### src/rtl/sine_sequencer_pkg.sv
// Shared constants and types for the quarter-wave sine sequencer and its phase folder.
package sine_sequencer_pkg;

  localparam int DEFAULT_DATA_W  = 24;
  localparam int DEFAULT_ADDR_W  = 7;
  localparam int DEFAULT_PHASE_W = 9;
  localparam int DEFAULT_BURST_W = 16;

  localparam int QUARTER = 90;
  localparam int PERIOD  = 4 * QUARTER;

  typedef enum logic [1:0] {
    IDLE,
    RUN,
    FLUSH
  } state_e;

endpackage

### src/rtl/sine_phase_fold.sv
// Maps a phase in 0..PERIOD-1 onto a quarter-wave LUT address plus a negate flag.
module sine_phase_fold
  import sine_sequencer_pkg::*;
#(
  parameter int PHASE_W = DEFAULT_PHASE_W,
  parameter int ADDR_W  = DEFAULT_ADDR_W
) (
  input  logic [PHASE_W-1:0] phase,
  output logic [ADDR_W-1:0]  addr,
  output logic               neg
);

  localparam logic [PHASE_W-1:0] Q1 = PHASE_W'(QUARTER);
  localparam logic [PHASE_W-1:0] Q2 = PHASE_W'(2 * QUARTER);
  localparam logic [PHASE_W-1:0] Q3 = PHASE_W'(3 * QUARTER);

  logic [PHASE_W-1:0] r;
  logic               mirror;

  always_comb begin
    // NOTE: every output of a combinational block gets a default first so no latch is inferred.
    r      = phase;
    mirror = 1'b0;
    neg    = 1'b0;
    if (phase < Q1) begin
      r = phase;
    end else if (phase < Q2) begin
      r      = phase - Q1;
      mirror = 1'b1;
    end else if (phase < Q3) begin
      r   = phase - Q2;
      neg = 1'b1;
    end else begin
      r      = phase - Q3;
      mirror = 1'b1;
      neg    = 1'b1;
    end
    addr = mirror ? ADDR_W'(Q1 - r) : ADDR_W'(r);
  end

endmodule

### src/rtl/sine_sequencer.sv
// Full-period sine stream generator driving an external quarter-wave LUT with start/stop/burst control.
module sine_sequencer
  import sine_sequencer_pkg::*;
#(
  parameter int DATA_W  = DEFAULT_DATA_W,
  parameter int ADDR_W  = DEFAULT_ADDR_W,
  parameter int PHASE_W = DEFAULT_PHASE_W,
  parameter int BURST_W = DEFAULT_BURST_W
) (
  input  logic               clk,
  input  logic               reset,
  input  logic               start,
  input  logic               stop,
  input  logic [PHASE_W-1:0] step,
  input  logic [BURST_W-1:0] burst_len,
  output logic [ADDR_W-1:0]  lut_addr,
  input  logic [DATA_W-1:0]  lut_data,
  input  logic               ready,
  output logic               valid,
  output logic [DATA_W-1:0]  out,
  output logic               busy,
  output logic               done
);

  localparam logic [PHASE_W-1:0] STEP_MAX   = PHASE_W'(PERIOD - 1);
  localparam logic [PHASE_W:0]   PERIOD_EXT = (PHASE_W + 1)'(PERIOD);

  state_e state, state_nx;

  logic [PHASE_W-1:0] phase, step_q, step_clamped, issue_phase, issue_step, phase_next;
  logic [PHASE_W:0]   phase_sum;
  logic [BURST_W-1:0] burst_q, issued;
  logic               advance, burst_hit, issue, drained;
  logic [ADDR_W-1:0]  fold_addr;
  logic               fold_neg;

  // Pipeline: stage 0 drives the LUT address; stage 1 waits for the LUT word; then out/valid.
  logic               v0, s0_neg;
  logic               v1, s1_neg, s1_fresh;
  logic [DATA_W-1:0]  s1_data, s1_word;

  assign advance      = !valid || ready;
  assign burst_hit    = (burst_q != '0) && (issued == burst_q);
  assign step_clamped = (step > STEP_MAX) ? STEP_MAX : step;
  assign drained      = !v0 && !v1 && (!valid || ready);

  always_comb begin
    issue = 1'b0;
    if (advance) begin
      unique case (state)
        IDLE:    issue = start;
        RUN:     issue = !stop && !burst_hit;
        default: issue = 1'b0;
      endcase
    end
  end

  // The start sample always sits at phase 0 and uses the freshly presented step.
  assign issue_phase = (state == IDLE) ? '0 : phase;
  assign issue_step  = (state == IDLE) ? step_clamped : step_q;
  assign phase_sum   = {1'b0, issue_phase} + {1'b0, issue_step};
  assign phase_next  = (phase_sum >= PERIOD_EXT) ? PHASE_W'(phase_sum - PERIOD_EXT)
                                                 : PHASE_W'(phase_sum);

  sine_phase_fold #(
    .PHASE_W(PHASE_W),
    .ADDR_W (ADDR_W)
  ) u_fold (
    .phase(issue_phase),
    .addr (fold_addr),
    .neg  (fold_neg)
  );

  always_ff @(posedge clk or negedge reset) begin
    // NOTE: sequential state is updated with non-blocking assignments so every register sees pre-edge values.
    if (!reset) state <= IDLE;
    else        state <= state_nx;
  end

  always_comb begin
    state_nx = state;
    unique case (state)
      IDLE:    if (start) state_nx = RUN;
      RUN:     if (stop || burst_hit) state_nx = FLUSH;
      FLUSH:   if (drained) state_nx = IDLE;
      default: state_nx = IDLE;
    endcase
  end

  always_comb begin
    busy = (state != IDLE);
  end

  always_ff @(posedge clk or negedge reset) begin
    if (!reset) begin
      phase   <= '0;
      step_q  <= '0;
      burst_q <= '0;
      issued  <= '0;
      done    <= 1'b0;
    end else begin
      done <= (state == FLUSH) && drained;
      if (state == IDLE && start) begin
        step_q  <= step_clamped;
        burst_q <= burst_len;
      end
      if (issue) begin
        phase  <= phase_next;
        issued <= (state == IDLE) ? BURST_W'(1) : issued + BURST_W'(1);
      end
    end
  end

  // The LUT re-reads lut_addr every cycle, so a stalled stage-1 word is kept locally.
  assign s1_word = s1_fresh ? lut_data : s1_data;

  always_ff @(posedge clk or negedge reset) begin
    if (!reset) begin
      v0       <= 1'b0;
      s0_neg   <= 1'b0;
      lut_addr <= '0;
      v1       <= 1'b0;
      s1_neg   <= 1'b0;
      s1_fresh <= 1'b0;
      s1_data  <= '0;
      valid    <= 1'b0;
      out      <= '0;
    end else if (advance) begin
      v0 <= issue;
      if (issue) begin
        lut_addr <= fold_addr;
        s0_neg   <= fold_neg;
      end
      v1       <= v0;
      s1_neg   <= s0_neg;
      s1_fresh <= 1'b1;
      valid    <= v1;
      if (v1) out <= s1_neg ? (~s1_word + DATA_W'(1)) : s1_word;
    end else begin
      s1_data  <= s1_word;
      s1_fresh <= 1'b0;
    end
  end

endmodule

### config.mk
export PLATFORM = sky130hd
export DESIGN_NAME = sine_sequencer
export DESIGN_NICKNAME = d
export VERILOG_FILES = /design/src/rtl/sine_sequencer_pkg.sv /design/src/rtl/sine_phase_fold.sv /design/src/rtl/sine_sequencer.sv
export SDC_FILE = /design/constraint.sdc
export NUM_CORES = 1
export LEC_CHECK = 0
export CAP_MARGIN = 10
export CORE_MARGIN = 3
export CORE_UTILIZATION = 52
export CTS_BUF_LIST = sky130_fd_sc_hd__clkbuf_4 sky130_fd_sc_hd__clkbuf_8
export DETAILED_ROUTE_END_ITERATION = 7
export GPL_ROUTABILITY_DRIVEN = 0
export PLACE_DENSITY_LB_ADDON = 0.12
export SYNTH_ARGS = -nofsm -noshare
export SYNTH_HDL_FRONTEND = slang
export SYNTH_SLANG_ARGS = --single-unit
export TNS_END_PERCENT = 10
### constraint.sdc
create_clock -name clk -period 3.4 [get_ports clk]
set_input_delay 0.51 -clock clk [delete_from_list [all_inputs] [get_ports clk]]
set_output_delay 0.51 -clock clk [all_outputs]
set_load 0.02 [all_outputs]
Word level (Yosys, flattened, before mapping) --
Index checks and enable logic that the tools add are counted.
Storage, ports and cells: bits in registers 114, memories kept 0, RAM bits 0, ROM bits 0, word-level logic and storage cells 77, bits in latches 0, output and inout bits 34, input bits 54
Operators by class: div/mod/pow operators 0, bitwise operators 1, reduce and logical (&&, ||, !) cells 19, add/sub/neg operators 8, magnitude comparators 5, shift operators 0, multiplexer cells 23, $mul 0, equality and inequality tests 6
Operators with widths (number):
- $mux W24 | 2
- $mux W9 | 4
- $mux W7 | 4
- $add A24 B1 Y24 const B | 1
- $not A24 Y24 | 1
- $add A16 B1 Y16 const B | 1
- $eq A16 B16 Y1 | 1
- $mux W16 | 1
- $reduce_bool A16 Y1 | 1
- $add A9 B9 Y10 | 1
- $ge A10 B9 Y1 const B | 1
- $gt A9 B9 Y1 const B | 1
- $lt A9 B7 Y1 const B | 1
- $lt A9 B8 Y1 const B | 1
- $lt A9 B9 Y1 const B | 1
- $sub A9 B9 Y9 const B | 1
- $mux W1 | 7
- $sub A7 B4 Y7 const B | 1
- $sub A7 B6 Y7 const B | 1
- $sub A7 B7 Y7 const A | 1
- $sub A7 B7 Y7 const B | 1
- $logic_and A1 B1 Y1 | 6
- $mux W2 | 3
- $ne A2 B2 Y1 const B | 3
- other kinds (10) | 16

Logic depth before layout (Yosys ltp) --
Gate-level depths: netlist (run 1).
word-level depth 8, gate-level depth with buffers 17, mapped depth without buffers 15

By module --
From an unflattened synthesis (run 1), not the netlist that was laid out.
Second synthesis, totals: cell total of the unflattened synthesis 749, area, all modules 6985.4 µm²
By module, submodules not included:
- sine_sequencer | times used 1, seq. area each 2852.7 µm², area an instance 6292.3 µm², cells each 657
- sine_phase_fold | times used 1, seq. area each 0.0 µm², area an instance 693.2 µm², cells each 92

Worst setup path after synthesis (run 1) --
OpenSTA, ideal clock, no wires.
path type register -> register, start register state[1], end register phase[5], stages on the path, launching flop included 17, setup time 0.082 ns, setup slack -0.010 ns, buffers on the path 2, arrival time 3.328 ns, required time 3.318 ns, period minus slack after synthesis 3.410 ns, path through dfrtp_1 > nor2_2 > inv_2 > clkbuf_1 > clkbuf_1 > nand2_1 > o21ai_0 > ha_1 > inv_1 > fa_1 > nor2b_1 > o31a_1 > o22ai_1 > xnor2_1 > o22ai_2 > or3_1 > a31oi_1
Between the ends: longest elaborated chain between the ends 5
Ends and longest elaborated chain:
- start: declaration | RTL line sine_sequencer.sv:28 | state_e state, state_nx;
- start signal: assignment | RTL line sine_sequencer.sv:77 | else state <= state_nx;
- $logic_not A2 Y1 | RTL line sine_sequencer.sv:50, sine_sequencer.sv:59, sine_sequencer.sv:60
- $mux W9, on equally long branches | RTL line sine_sequencer.sv:59, sine_sequencer.sv:60
- $add A9 B9 Y10 | RTL line sine_sequencer.sv:61 | assign phase_sum = {1'b0, issue_phase} + {1'b0, issue_step};
- $sub A9 B9 Y9 / $ge A10 B9 Y1 (equally long branches) | RTL line sine_sequencer.sv:62 | assign phase_next = (phase_sum >= PERIOD_EXT) ? PHASE_W'(phase_sum - PERIOD_EXT)
- $mux W9 | RTL line sine_sequencer.sv:62
- end signal: assignment | RTL line sine_sequencer.sv:108 | phase <= phase_next;
- end: declaration | RTL line sine_sequencer.sv:30 | logic [PHASE_W-1:0] phase, step_q, step_clamped, issue_phase, issue_step, phase_next;
Parallel ways exist; a longest one is shown, timed or not. A chain may end at the register's enable or synchronous reset.

Worst setup path after layout (run 1) --
start input port step[3], end register phase[4]
Between the ends: longest elaborated chain between the ends 6
Ends and longest elaborated chain:
- start: declaration | RTL line sine_sequencer.sv:14 | input logic [PHASE_W-1:0] step,
- $gt A9 B9 Y1 | RTL line sine_sequencer.sv:44 | assign step_clamped = (step > STEP_MAX) ? STEP_MAX : step;
- $mux W9 * | RTL line sine_sequencer.sv:44
- $mux W9 * | RTL line sine_sequencer.sv:60 | assign issue_step = (state == IDLE) ? step_clamped : step_q;
- $add A9 B9 Y10 * | RTL line sine_sequencer.sv:61
- $sub A9 B9 Y9 / $ge A10 B9 Y1 (equally long branches) | RTL line sine_sequencer.sv:62
- $mux W9 * | RTL line sine_sequencer.sv:62
Mark *: on every way between the ends. The rest lies on a longest branch, timed or not.

==> results of run 1 <==
-- cells in the mapped netlist, drive strengths merged (4+ instances only) --
| library cell | count | area share (%) |
|---|---|---|
| a31oi | 5 | 0.45 |
| nand3 | 11 | 0.80 |
| nor3b | 6 | 0.65 |
| o221ai | 5 | 0.73 |
| mux2 | 30 | 4.9 |
| nor2b | 4 | 0.36 |
| nand2 | 106 | 5.8 |
| inv | 28 | 1.5 |
| dfrtp | 114 | 41 |
| or3 | 4 | 0.36 |
| o21a | 7 | 0.76 |
| nand4 | 11 | 1.0 |
| mux2i | 27 | 4.0 |
| a211oi | 4 | 0.51 |
| o31ai | 5 | 0.55 |
| clkbuf | 18 | 0.98 |
| nor2 | 52 | 2.9 |
| a21o | 6 | 0.65 |
| xnor2 | 38 | 4.8 |
| ha | 18 | 3.3 |
| o211ai | 6 | 0.65 |
| nor3 | 18 | 1.3 |
| nor4 | 20 | 1.9 |
| nand2b | 7 | 0.64 |
| o21ai | 93 | 6.9 |
| buf | 15 | 1.3 |
| xor2 | 24 | 3.1 |
| a21oi | 21 | 1.7 |
| and2 | 10 | 0.91 |
-- worst reg2reg max path, stage by stage, from the launching register on --
cell	delay (ns)
sky130_fd_sc_hd__dfrtp_1	0.39
sky130_fd_sc_hd__nor2_2	0.15
sky130_fd_sc_hd__inv_2	0.15
sky130_fd_sc_hd__nand2_1	0.13
sky130_fd_sc_hd__inv_1	0.13
sky130_fd_sc_hd__ha_1	0.26
sky130_fd_sc_hd__a21oi_1	0.33
sky130_fd_sc_hd__a21oi_4	0.17
sky130_fd_sc_hd__o21ai_2	0.32
sky130_fd_sc_hd__xnor2_1	0.11
sky130_fd_sc_hd__ha_1	0.22
sky130_fd_sc_hd__o21a_1	0.22
sky130_fd_sc_hd__a2111o_1	0.40
sky130_fd_sc_hd__nand3_1	0.08
-- worst paths after layout --
| kind | start | end | slack (ns) | cells past startpoint |
|---|---|---|---|---|
| max reg2reg | state[1] | lut_addr[6] | 0.27 | 13 |
| min in group clk | s0_neg | s1_neg | 0.47 | 2 |
| min reg2reg | s0_neg | s1_neg | 0.47 | 2 |
| max | step[3] | phase[4] | 0.05 | 14 |
| min | reset | out[22] | 0.14 | 1 |
| max in group asynchronous | reset | out[14] | 2.44 | 2 |
-- logic make-up after synthesis --
logic type      after synthesis  share of synthesized area [%]
compound gates              178                           16.4
xor+xnor                     62                           7.89
fa+ha+maj                    19                           3.56
buf+inv                      61                           3.76
flops                       114                           41.4
mux                          57                           8.89
simple gates                262                           18.1
-- layer usage --
metal	global-route usage [%]	routed length (um)	part of all wire [%]	up-vias
met2	38.8	7930	48	189
met3	4.43	832	5.0	37
li1	-	-	-	2910
met5	0	0	0	-
met4	10.1	419	2.5	0
met1	30.2	7370	45	2834
-- flip-flops by register name, indices dropped and copies added, names as in the netlist, 2 cells and up --
register / cells
out: 24
burst_q: 16
issued: 16
state: 2
phase: 9
step_q: 9
lut_addr: 7
s1_data: 24
-- area by class of cell --
| cell class | instances | area share, % |
|---|---|---|
| flip-flops and latches | 114 | 33.1 |
| inverters | 28 | 1.22 |
| multi-input cells | 578 | 43.9 |
| well taps | 172 | 2.50 |
| clock buffers | 23 | 3.45 |
| repair buffers | 131 | 14.0 |
| clock inverters | 9 | 1.76 |
-- stage by stage --
stage / area [um2] / TNS [ns] / util, %
floorplan: 6890 / 0 / -
global placement: 8160 / -0.934 / 63.9
detailed placement: 8160 / -2.05 / 63.9
CTS: 8610 / 0 / 67.4
global route: 8620 / -0.357 / 67.5
finish: 8620 / 0 / 67.5
-- power by group --
part	internal [uW]	switching (uW)
combinational	2540	2940
clock	881	543
sequential	1970	552
total	5390	4030
==> results.txt, run 1 <==
After layout, the minimum clock period comes to approximately 3.3 ns. STA classifies the critical path endpoint as a flip-flop. Among the stages of the critical path, the cell type that occurs most often is sky130_fd_sc_hd__or3b_1. The area overhead of the layout relative to synthesis came out at 25.2%. VDD sags by at most between 0.7 and 0.8 mV. The overall power of the completed layout came out at roughly 9400 uW. The detailed-route wire length came out at ~17 mm. The number of antenna violations at the first check in global routing came out at 0. The total instance count after detailed placement is around 1,000. In the final layout, the share of cells above drive strength 1 is approximately 14%. The worst setup path is of the in2reg kind. The total global routing overflow is 0. The count of nets after finishing came out at ~940. Setup repair after global routing could not meet its margin everywhere. Timing would allow up to approximately 300 MHz. CTS saw between 100 and 150 sinks.

The flip-flop and latch area came out at between 2000 and 3000 um2. The instance count of the mapped netlist is 753. The period utilization is approximately 98%.

The async set-reset flop share out of synthesis came out at 100%. The min-delay analysis places its worst path in the category in2async. The routed length per instance is roughly 16 um.

The number of rows created at floorplan came out at slightly above 40. For this run, the leading register cell type out of synthesis is sky130_fd_sc_hd__dfrtp_1. The number of buffers created by CTS came out at 17. The fill cell instance count of the final layout came out at 1,011. The flip-flop and latch count after synthesis is 114. The smallest setup slack after layout came out at 0.0539 ns. Across the routed clock network, the largest skew measured is around 0.01 ns.

After detailed routing, the number of remaining DRC violations is 0. The cell family with the largest share of critical-path delay is compound AO/OA/AOI/OAI gates. The transition time of the tightest slew-check pin is 0.849 ns.

In this run the power density over the cells is 1090 nW/um2. The final-report setup violation count is 0. The hold violation count in the final report came out at 0. The starting utilization of the core area is 53.9%.

The tree is rooted in a sky130_fd_sc_hd__clkbuf_8. The worst setup path is launched from an input port. The post-CTS resize count is 0. The finished layout holds about 1,100 standard cells, fillers aside. The area of combinational cells with multiple inputs came out at roughly 3800 um2. In this run the remaining antenna-violating nets after routing total 0. The number of global-route vias before repair is just under 6,000. The number of hold buffers added after CTS is 0. The slowest stage of the critical path is the sky130_fd_sc_hd__clkdlybuf4s50_1 cell. Leaving out fill and tap cells, the most frequent cells in the layout are sky130_fd_sc_hd__dfrtp_1 (113), sky130_fd_sc_hd__nand2_1 (106), sky130_fd_sc_hd__clkdlybuf4s50_1 (86). The number of synthesis warnings came out at 0. The maximum number of pins on one net before global-route repair is 65. The post-CTS repair timing setup buffer count came out at 0. The wire length of the first global-routing pass came out at 27.7 mm. The signal arrival time at the worst endpoint is approximately 3.7 ns.

The number of max-cap violations came out at 0. The worst slack at placement is -0.419 ns. The later-pin clock latency in the skew report is ~0.44 ns. The die outline area came out at around 15,000 um2. The largest stage delay on the critical path is 0.43 ns. Dividing the detail-routed via count by the number of cells gives ~5.7.

The number of buffer and inverter stages on the critical path came out at 2. The first-pass detailed-route iteration total came out at 5. The HPWL after detailed placement is about 12 mm. Leaving out fill and tap cells, the most frequent cell in the layout is sky130_fd_sc_hd__dfrtp_1.

The routed via count is about 6,000. The number of antenna repair diodes is 0. The largest fanout on the critical path came out at 6. The core box area is about 13,000 um2. Global routing used a little under a quarter of the available tracks. Hold timing on the final database bottoms out at a slack of around 0.14 ns. In this run the number of H-tree levels came out at 4. The x dimension of the die came out at 121 um. The quantity of I/O buffers inserted on ports is 87.

For the worst setup path, the data required time is roughly 3.7 ns. The total standard cell area after synthesis is a little under 7000 um2. The number of max-slew violations in the final report came out at 0.

The y dimension of the die came out at approximately 120 um. For this block, the initial DRC count from the detailed router was 420. The worst-case clock buffer depth is 2.

The leakage power summed over all cells is around 0.0038 uW. The post-synthesis area per instance came out at slightly above 9 um2. The tightest slew margin relative to the limit is 43.2%. The top-level I/O count came out at just under 90.

TritonCTS built the clock tree. The CTS clock-pin slew for the worst setup and hold paths came out at around 0.070 ns. The critical path goes through clkdlybuf4s50_1 -> o211a_1 -> o21a_1 -> buf_4 -> nor2_1 -> o21ai_0 -> ha_1 -> or3b_1 -> o221ai_1 -> or3b_1 -> o211a_2 -> o22ai_2 -> mux2i_1 -> mux2_2. The post-synth net total came out at just over 800. The number of synthesized flops with an enable pin is 0. The number of different library cells used by synthesis comes to 68. The run finished with clean final reports. For this run, the register share of the synthesized area comes to between 40 and 50%.
Note: power is estimated with default switching activity, not from simulation.
==> inputs of run 2 (changes only) <==
Clock period 3.4 ns to 3 ns, I/O delays scaled along.
==> results.txt, run 2 (synthesis results as in run 1) <==
The count of H-tree levels built during CTS came out at 4 (unchanged). The buffer cell driving the clock tree root is sky130_fd_sc_hd__clkbuf_8. The worst hold-check slack is 0.0644 ns (-0.0805 ns). The routed length per instance came out at 15.7 um (+0.27%). The tightest slew margin relative to the limit is 49.6% (+6.4 points).

The top-level I/O count came out at 88 (unchanged). The area overhead of the layout relative to synthesis came out at 29.3%. The total stage count of the critical path came out at 15 (+1). The number of buffer and inverter stages on the critical path came out at 3 (+1).

The flop-to-flop setup slack is 0.07 ns (-0.20 ns). The core box area is 12,800 um2 (unchanged). The remaining antenna violation count after routing came out at 0 (unchanged). The number of antenna repair diodes is 0 (unchanged). The first-pass detailed-route iteration total came out at 5 (unchanged). The total global routing overflow is 0 (unchanged). The number of max-cap violations came out at 0 (unchanged). The worst-case clock buffer depth came out at 2 (unchanged). The worst register-to-register path begins at state[1]. The critical path is of the in2reg type. The number of hold buffers added after CTS is 0 (unchanged). The worst register-to-register path ends at phase[5]. The maximum operating frequency is 339 MHz. The met1 layer usage reported by global route was 31.1% (+0.90 points).

In the final layout, the registers with the most flip-flops are out x24, s1_data x24. The quantity of I/O buffers inserted on ports is 87 (unchanged). The clock tree from TritonCTS is yes.

The power share of the clock group came out at 12.6% (-2.5 points). The depth of the worst register-to-register path is 13 (unchanged). The all-layer global routing usage came to 24.1% (+0.63 points). The maximum number of pins on one net before global-route repair is 60 (-7.7%).

STA classifies the critical path startpoint as an input port. The fraction of power spent switching nets came out at 43.3% (+0.54 points). The HPWL after detailed placement came out at 12.4 mm (-0.45%).

STA classifies the critical path endpoint as a flip-flop. The die outline area is 14,700 um2 (unchanged). The later-pin clock latency in the skew report is 0.45 ns (about the same).

The x dimension of the die is 121 um (unchanged). The signal arrival time at the worst endpoint came to 3.28 ns (-0.39 ns). The final setup skew is 0.0145 ns (+0.00456 ns). The count of nets after finishing is 970 (+2.9%). The layout cell share with drive strength beyond 1 came out at 19.8% (+5.4 points). The number of max-slew violations in the final report is 0 (unchanged). The smallest setup slack after layout is 0.0528 ns (-0.00107 ns).

The cell with the biggest individual delay on the critical path is sky130_fd_sc_hd__a221o_1. The detailed-route wire length is 17.0 mm (+2.8%). The flow ran to the end, and the final reports show no timing, DRC or antenna violations. The worst slack at placement came out at -0.696 ns (-0.277 ns). The final-report setup violation count is 0 (unchanged).

The fill cell instance count of the final layout was 948 (-6.2%). The final standard cell utilization of the core is 69.7% (+2.2 points). The kind of cell with the highest combined delay along the critical path is compound AO/OA/AOI/OAI gates. The most common library cell in the layout ignoring fill and taps is sky130_fd_sc_hd__dfrtp_1. The global-route met3 utilization is 5.59% (+1.2 points). The largest fanout on the critical path is 4 (-2). In this run the worst hold path is classified as in2async.

The wire length of the first global-routing pass came out at 28.3 mm (+2.2%). The period utilization is 98.2%. The transition time of the tightest slew-check pin came out at 0.756 ns (-0.0935 ns). The final routed DRC violation total came to 0 (unchanged). The average via count per standard cell is 5.63 (-0.44%). The CTS sink count is 114 (unchanged). The starting utilization of the core area is 53.9% (unchanged). The number of buffers created by CTS was 17 (unchanged). The clock period minus final worst setup slack came out at approximately 2.9 ns. The y dimension of the die came out at 121 um (unchanged).

Setup repair after global routing could not meet its margin everywhere. The number of global-route vias before repair came out at 6,060 (+2.9%). Walking the worst path, the cells encountered are dlygate4sd2_1 -> o211a_1 -> o21a_1 -> buf_6 -> nor2_4 -> a21oi_2 -> ha_1 -> a211oi_2 -> buf_4 -> o21ai_2 -> a21o_1 -> a221o_1 -> o22ai_4 -> mux2i_1 -> mux2_2.

The power per cell area came out at 1290 nW/um2 (+18%). The peak supply drop is 1.08 mV (+49%). The number of rows created at floorplan came out at 41 (unchanged). The initial DRC count is 399 (-5.0%). The global routing stage identified its most utilized layer as met2. The combinational power share came out at 62.6% (+4.4 points). The number of antenna violations at the first check in global routing is 0 (unchanged).

The net switching power figure was 4970 uW (+23%). The leakage power summed over all cells is 0.00397 uW (+3.7%). The global routing met2 resource utilization is 39.2% (+0.38 points). In the layout the commonest cells are sky130_fd_sc_hd__dfrtp_1 (111), sky130_fd_sc_hd__nand2_1 (106), sky130_fd_sc_hd__clkdlybuf4s50_1 (80).

The data required time at the worst endpoint is 3.33 ns (-0.39 ns). The CTS clock-pin slew for the worst setup and hold paths is 0.08 ns (about the same). The routed via count is 6,096 (+2.1%). The design internal power is 6500 uW (+21%).

The share of power burned in registers was 24.8% (-1.9 points). The largest stage delay on the critical path came out at 0.40 ns (-0.03 ns). The hold violation count in the final report came out at 0 (unchanged).
[run 2: changes by cell type in the layout (fill, tap and decap cells not counted), moves of 4 or more]
cell | previous run | this run
sky130_fd_sc_hd__clkdlybuf4s50_1 | 86 | 80
sky130_fd_sc_hd__a21oi_2 | 0 | 4
sky130_fd_sc_hd__o21ai_0 | 63 | 58
sky130_fd_sc_hd__buf_4 | 44 | 69
sky130_fd_sc_hd__a21oi_1 | 20 | 16
[run 2: repair_timing]
action / 4_1_cts / 5_1_grt
endpoints found under the setup margin: 6 / 9
pin swaps: 25 / 22
gates resized for setup: 19 / 31
buffers inserted: 10 / 2
[run 2: worst register-to-register path: cells and delay by family (launching register included)]
kind                     cells  cell delay [ns]
AND/OR/NAND/NOR              4             0.70
AO/OA/AOI/OAI                6             1.21
flip-flops                   1             0.42
buffers and inverters        2             0.24
adder cells (fa/ha/maj)      1             0.29
[run 2: power by group through the flow]
| stage | combinational (uW) | sequential, uW | clock [uW] |
|---|---|---|---|
| floorplan | 4180 | 2910 | 0 |
| global placement | 6150 | 2820 | 0 |
| detailed placement | 6370 | 2860 | 0 |
| CTS | 6830 | 2840 | 1480 |
| global route | 7840 | 2950 | 1550 |
| finish | 7170 | 2840 | 1450 |
[run 2: final cells by class]
class,count,area [um2],share of cell area [%]
multi-input combinational,578,3900,43.9
sequential,114,2860,32.1
timing repair buffer,158,1420,15.9
inverter,28,110,1.24
clock buffer,20,269,3.02
tap,172,215,2.42
clock inverter,12,131,1.48
[run 2: per-layer routing]
metal | wire [um] | part of all wire (%)
met1 | 7380 | 43
met2 | 8390 | 49
met3 | 895 | 5.3
met4 | 355 | 2.1
met5 | 0 | 0
[run 2: worst max-delay path by stage]
stage | from | end
2_1_floorplan | state[0] | phase[5]
3_3_place_gp | step[3] | phase[5]
3_5_place_dp | step[3] | phase[5]
4_1_cts | state[0] | phase[4]
5_1_grt | state[1] | phase[7]
6_report | step[6] | phase[4]
[run 2: through the flow]
stage                     cells  power (uW)  setup TNS, ns  instance area, um2
after global placement     1038        8960          -3.04                8280
final                      1082       11500              0                8900
after floorplan             753        7090              0                6930
after detailed placement   1038        9230          -3.76                8280
after CTS                  1080       11100              0                8810
after global routing       1082       12300         -0.303                8900
==> inputs of run 3 (changes only) <==
Settings changed: CORE_MARGIN 3 to default.
==> results.txt, run 3 (synthesis results as in run 1) <==
The flow ran to the end, and the final reports show no timing, DRC or antenna violations. The critical path goes through dlygate4sd2_1 -> o211a_1 -> o21a_2 -> buf_4 -> nor2_4 -> a21oi_4 -> inv_1 -> fa_2 -> nor2b_2 -> o31a_1 -> o211ai_1 -> o211a_4 -> o22ai_4 -> or3_1 -> a31oi_1. The worst hold path belongs to the class in2async. The final cell count without fillers is 1,075 (-0.65%). The number of antenna repair diodes came out at 0 (unchanged).

The later-pin clock latency in the skew report is 0.45 ns (about the same). The number of rows created at floorplan is 41 (unchanged). The average via count per standard cell is 5.57 (-1.0%). The layout cell share with drive strength beyond 1 is 20.4% (+0.60 points). The number of buffers created by CTS is 17 (unchanged). The remaining antenna violation count after routing came out at 0 (unchanged). The net switching power figure came out at 4960 uW (-0.13%). The y dimension of the die is 117 um (-3.3%).

The worst reg2reg path endpoint is phase[5]. The largest registers in the layout are out x24, s1_data x24. The flop-to-flop setup slack is 0.02 ns (-0.05 ns). The die outline area is 13,700 um2 (-6.5%). The period utilization is 99.9% (+1.7 points). The quantity of I/O buffers inserted on ports came out at 87 (unchanged). The total global routing overflow was 0 (unchanged).

The HPWL after detailed placement is 11.9 mm (-3.6%). The power share of the clock group is 12.6% (about the same). The worst slack at placement came to -0.676 ns (+0.0199 ns). The number of hold buffers added after CTS is 0 (unchanged). The count of nets after finishing came out at 963 (-0.72%). The final-report setup violation count came out at 0 (unchanged).

The largest stage delay on the critical path came out at 0.33 ns (-0.07 ns). The final routed DRC violation total is 0 (unchanged). The power per cell area is 1290 nW/um2 (about the same). The design internal power came to 6550 uW (+0.76%). The routed via count is 5,993 (-1.7%). The depth of the worst register-to-register path was 15 (+2). The clock tree from TritonCTS is yes.

The x dimension of the die came out at 117 um (-3.3%). The combinational power share came out at 62.6% (about the same). The top-level I/O count came out at 88 (unchanged).

The count of H-tree levels built during CTS came out at 4 (unchanged). The beginning of the worst register-to-register path is state[0]. The critical path class is in2reg. STA classifies the critical path startpoint as an input port.

The overall power of the completed layout came to 11,500 uW (+0.37%). The clock period minus final worst setup slack is 3.00 ns (+0.0513 ns). The number of max-slew violations in the final report came out at 0 (unchanged). The final standard cell utilization of the core is 70.0% (+0.32 points). The peak supply drop is 0.896 mV (-17%).

The number of antenna violations at the first check in global routing came out at 0 (unchanged). In the layout the commonest cells are sky130_fd_sc_hd__dfrtp_1 (111), sky130_fd_sc_hd__nand2_1 (104), sky130_fd_sc_hd__clkdlybuf4s50_1 (82). The wire length of the first global-routing pass came out at 27.0 mm (-4.7%).

The tightest slew margin relative to the limit came to 43.2% (-6.4 points). The leakage power summed over all cells came out at 0.00393 uW (-1.0%). The largest individual stage delay along the critical path comes from the cell sky130_fd_sc_hd__o31a_1. The maximum operating frequency came out at 334 MHz (-1.7%). Leaving out fill and tap cells, the most frequent cell in the layout is sky130_fd_sc_hd__dfrtp_1. The CTS sink count came out at 114 (unchanged). CTS placed an instance of sky130_fd_sc_hd__clkbuf_8 at the clock tree root. The smallest setup slack after layout is 0.00150 ns (-0.0513 ns).

The routed length per instance is 15.4 um (-2.0%). The first-pass detailed-route iteration total came out at 4 (-1). The fraction of power spent switching nets is 43.1% (-0.22 points). The area overhead of the layout relative to synthesis came out at 29.9%. The final setup skew is 0.00886 ns (-0.00566 ns). The total instance count after detailed placement came to 1,033 (-0.48%). The CTS clock-pin slew for the worst setup and hold paths came out at 0.07 ns (about the same). The maximum number of pins on one net before global-route repair is 51 (-15%). The transition time of the tightest slew-check pin is 0.849 ns (+0.0931 ns).

The starting utilization of the core area came out at 53.9% (unchanged). The all-layer global routing usage is 25.4% (+1.3 points). The endpoint kind of the worst setup timing path is a flip-flop.

The detailed-route wire length came out at 16.6 mm (-2.6%). The worst-case clock buffer depth came out at 2 (unchanged). Setup repair after global routing could not meet its margin everywhere. The largest fanout on the critical path is 4 (unchanged). The initial DRC count is 359 (-10%). The signal arrival time at the worst endpoint came out at 3.37 ns (+0.09 ns). The share of power burned in registers came out at 24.8% (about the same). The core box area is 12,800 um2 (unchanged). The data required time at the worst endpoint is 3.38 ns (+0.05 ns).

The hold violation count in the final report came out at 0 (unchanged). The number of global-route vias before repair was 5,873 (-3.1%). The number of max-cap violations is 0 (unchanged). The accumulated negative setup slack is 0 ns (unchanged).
[run 3: cell types whose count changed in the layout (fill, tap and decap cells not counted), moves of 3 or more]
| cell | delta |
|---|---|
| sky130_fd_sc_hd__ha_4 | +4 |
| sky130_fd_sc_hd__o21ai_1 | -3 |
| sky130_fd_sc_hd__dlygate4sd2_1 | +3 |
| sky130_fd_sc_hd__o21ai_2 | +3 |
| sky130_fd_sc_hd__buf_4 | -6 |
| sky130_fd_sc_hd__ha_1 | -4 |
[run 3: repair_timing]
item                       4_1_cts  5_1_grt
setup endpoints to repair        6        9
pin swaps                       24       16
gates resized for setup         30       31
setup buffers                    5        5
[run 3: power by group through the flow]
stage | registers (uW) | logic, uW | clock network [uW]
after global routing | 2950 | 7930 | 1540
after detailed placement | 2870 | 6270 | 0
after CTS | 2840 | 6700 | 1480
after global placement | 2830 | 6080 | 0
final | 2860 | 7200 | 1450
after floorplan | 2910 | 4180 | 0
[run 3: final cells by class]
cell class	instances	area [um2]
Clock buffer	20	269
Timing Repair Buffer	151	1360
Tap cell	172	215
Clock inverter	12	131
Fill cell	989	3830
Sequential cell	114	2860
Inverter	28	110
Multi-Input combinational cell	578	4000
[run 3: layer usage]
metal	vias to the layer above	routed length [um]	global-route usage, %
li1	2946	-	-
met1	2844	7420	32.3
met2	168	8100	41.6
met3	35	674	5.66
met4	0	390	11.4
met5	-	0	0
[run 3: worst max-delay path by stage]
stage	start	to	slack, ns	cells past startpoint
floorplan	state[0]	phase[5]	0.002	16
global placement	step[3]	phase[5]	-0.56	15
detailed placement	step[3]	phase[5]	-0.68	15
CTS	step[4]	phase[4]	0.0005	15
global route	state[0]	phase[5]	-0.14	15
finish	step[4]	phase[5]	0.002	15
[run 3: stage by stage]
| stage | hold slack (ns) | instance area, um2 |
|---|---|---|
| 3_5_place_dp | 0.465 | 8240 |
| 4_1_cts | 0.0318 | 8770 |
| 2_1_floorplan | 0.154 | 6930 |
| 6_report | 0.0146 | 8940 |
| 5_1_grt | 0.0629 | 8940 |
| 3_3_place_gp | 0.458 | 8240 |
[run 3: worst max-delay path, delay by kind of cell]
kind	cells	cell delay (ns)
adder cells (fa/ha/maj)	1	0.21
AO/OA/AOI/OAI	8	1.72
buffers and inverters	3	0.48
AND/OR/NAND/NOR	3	0.51
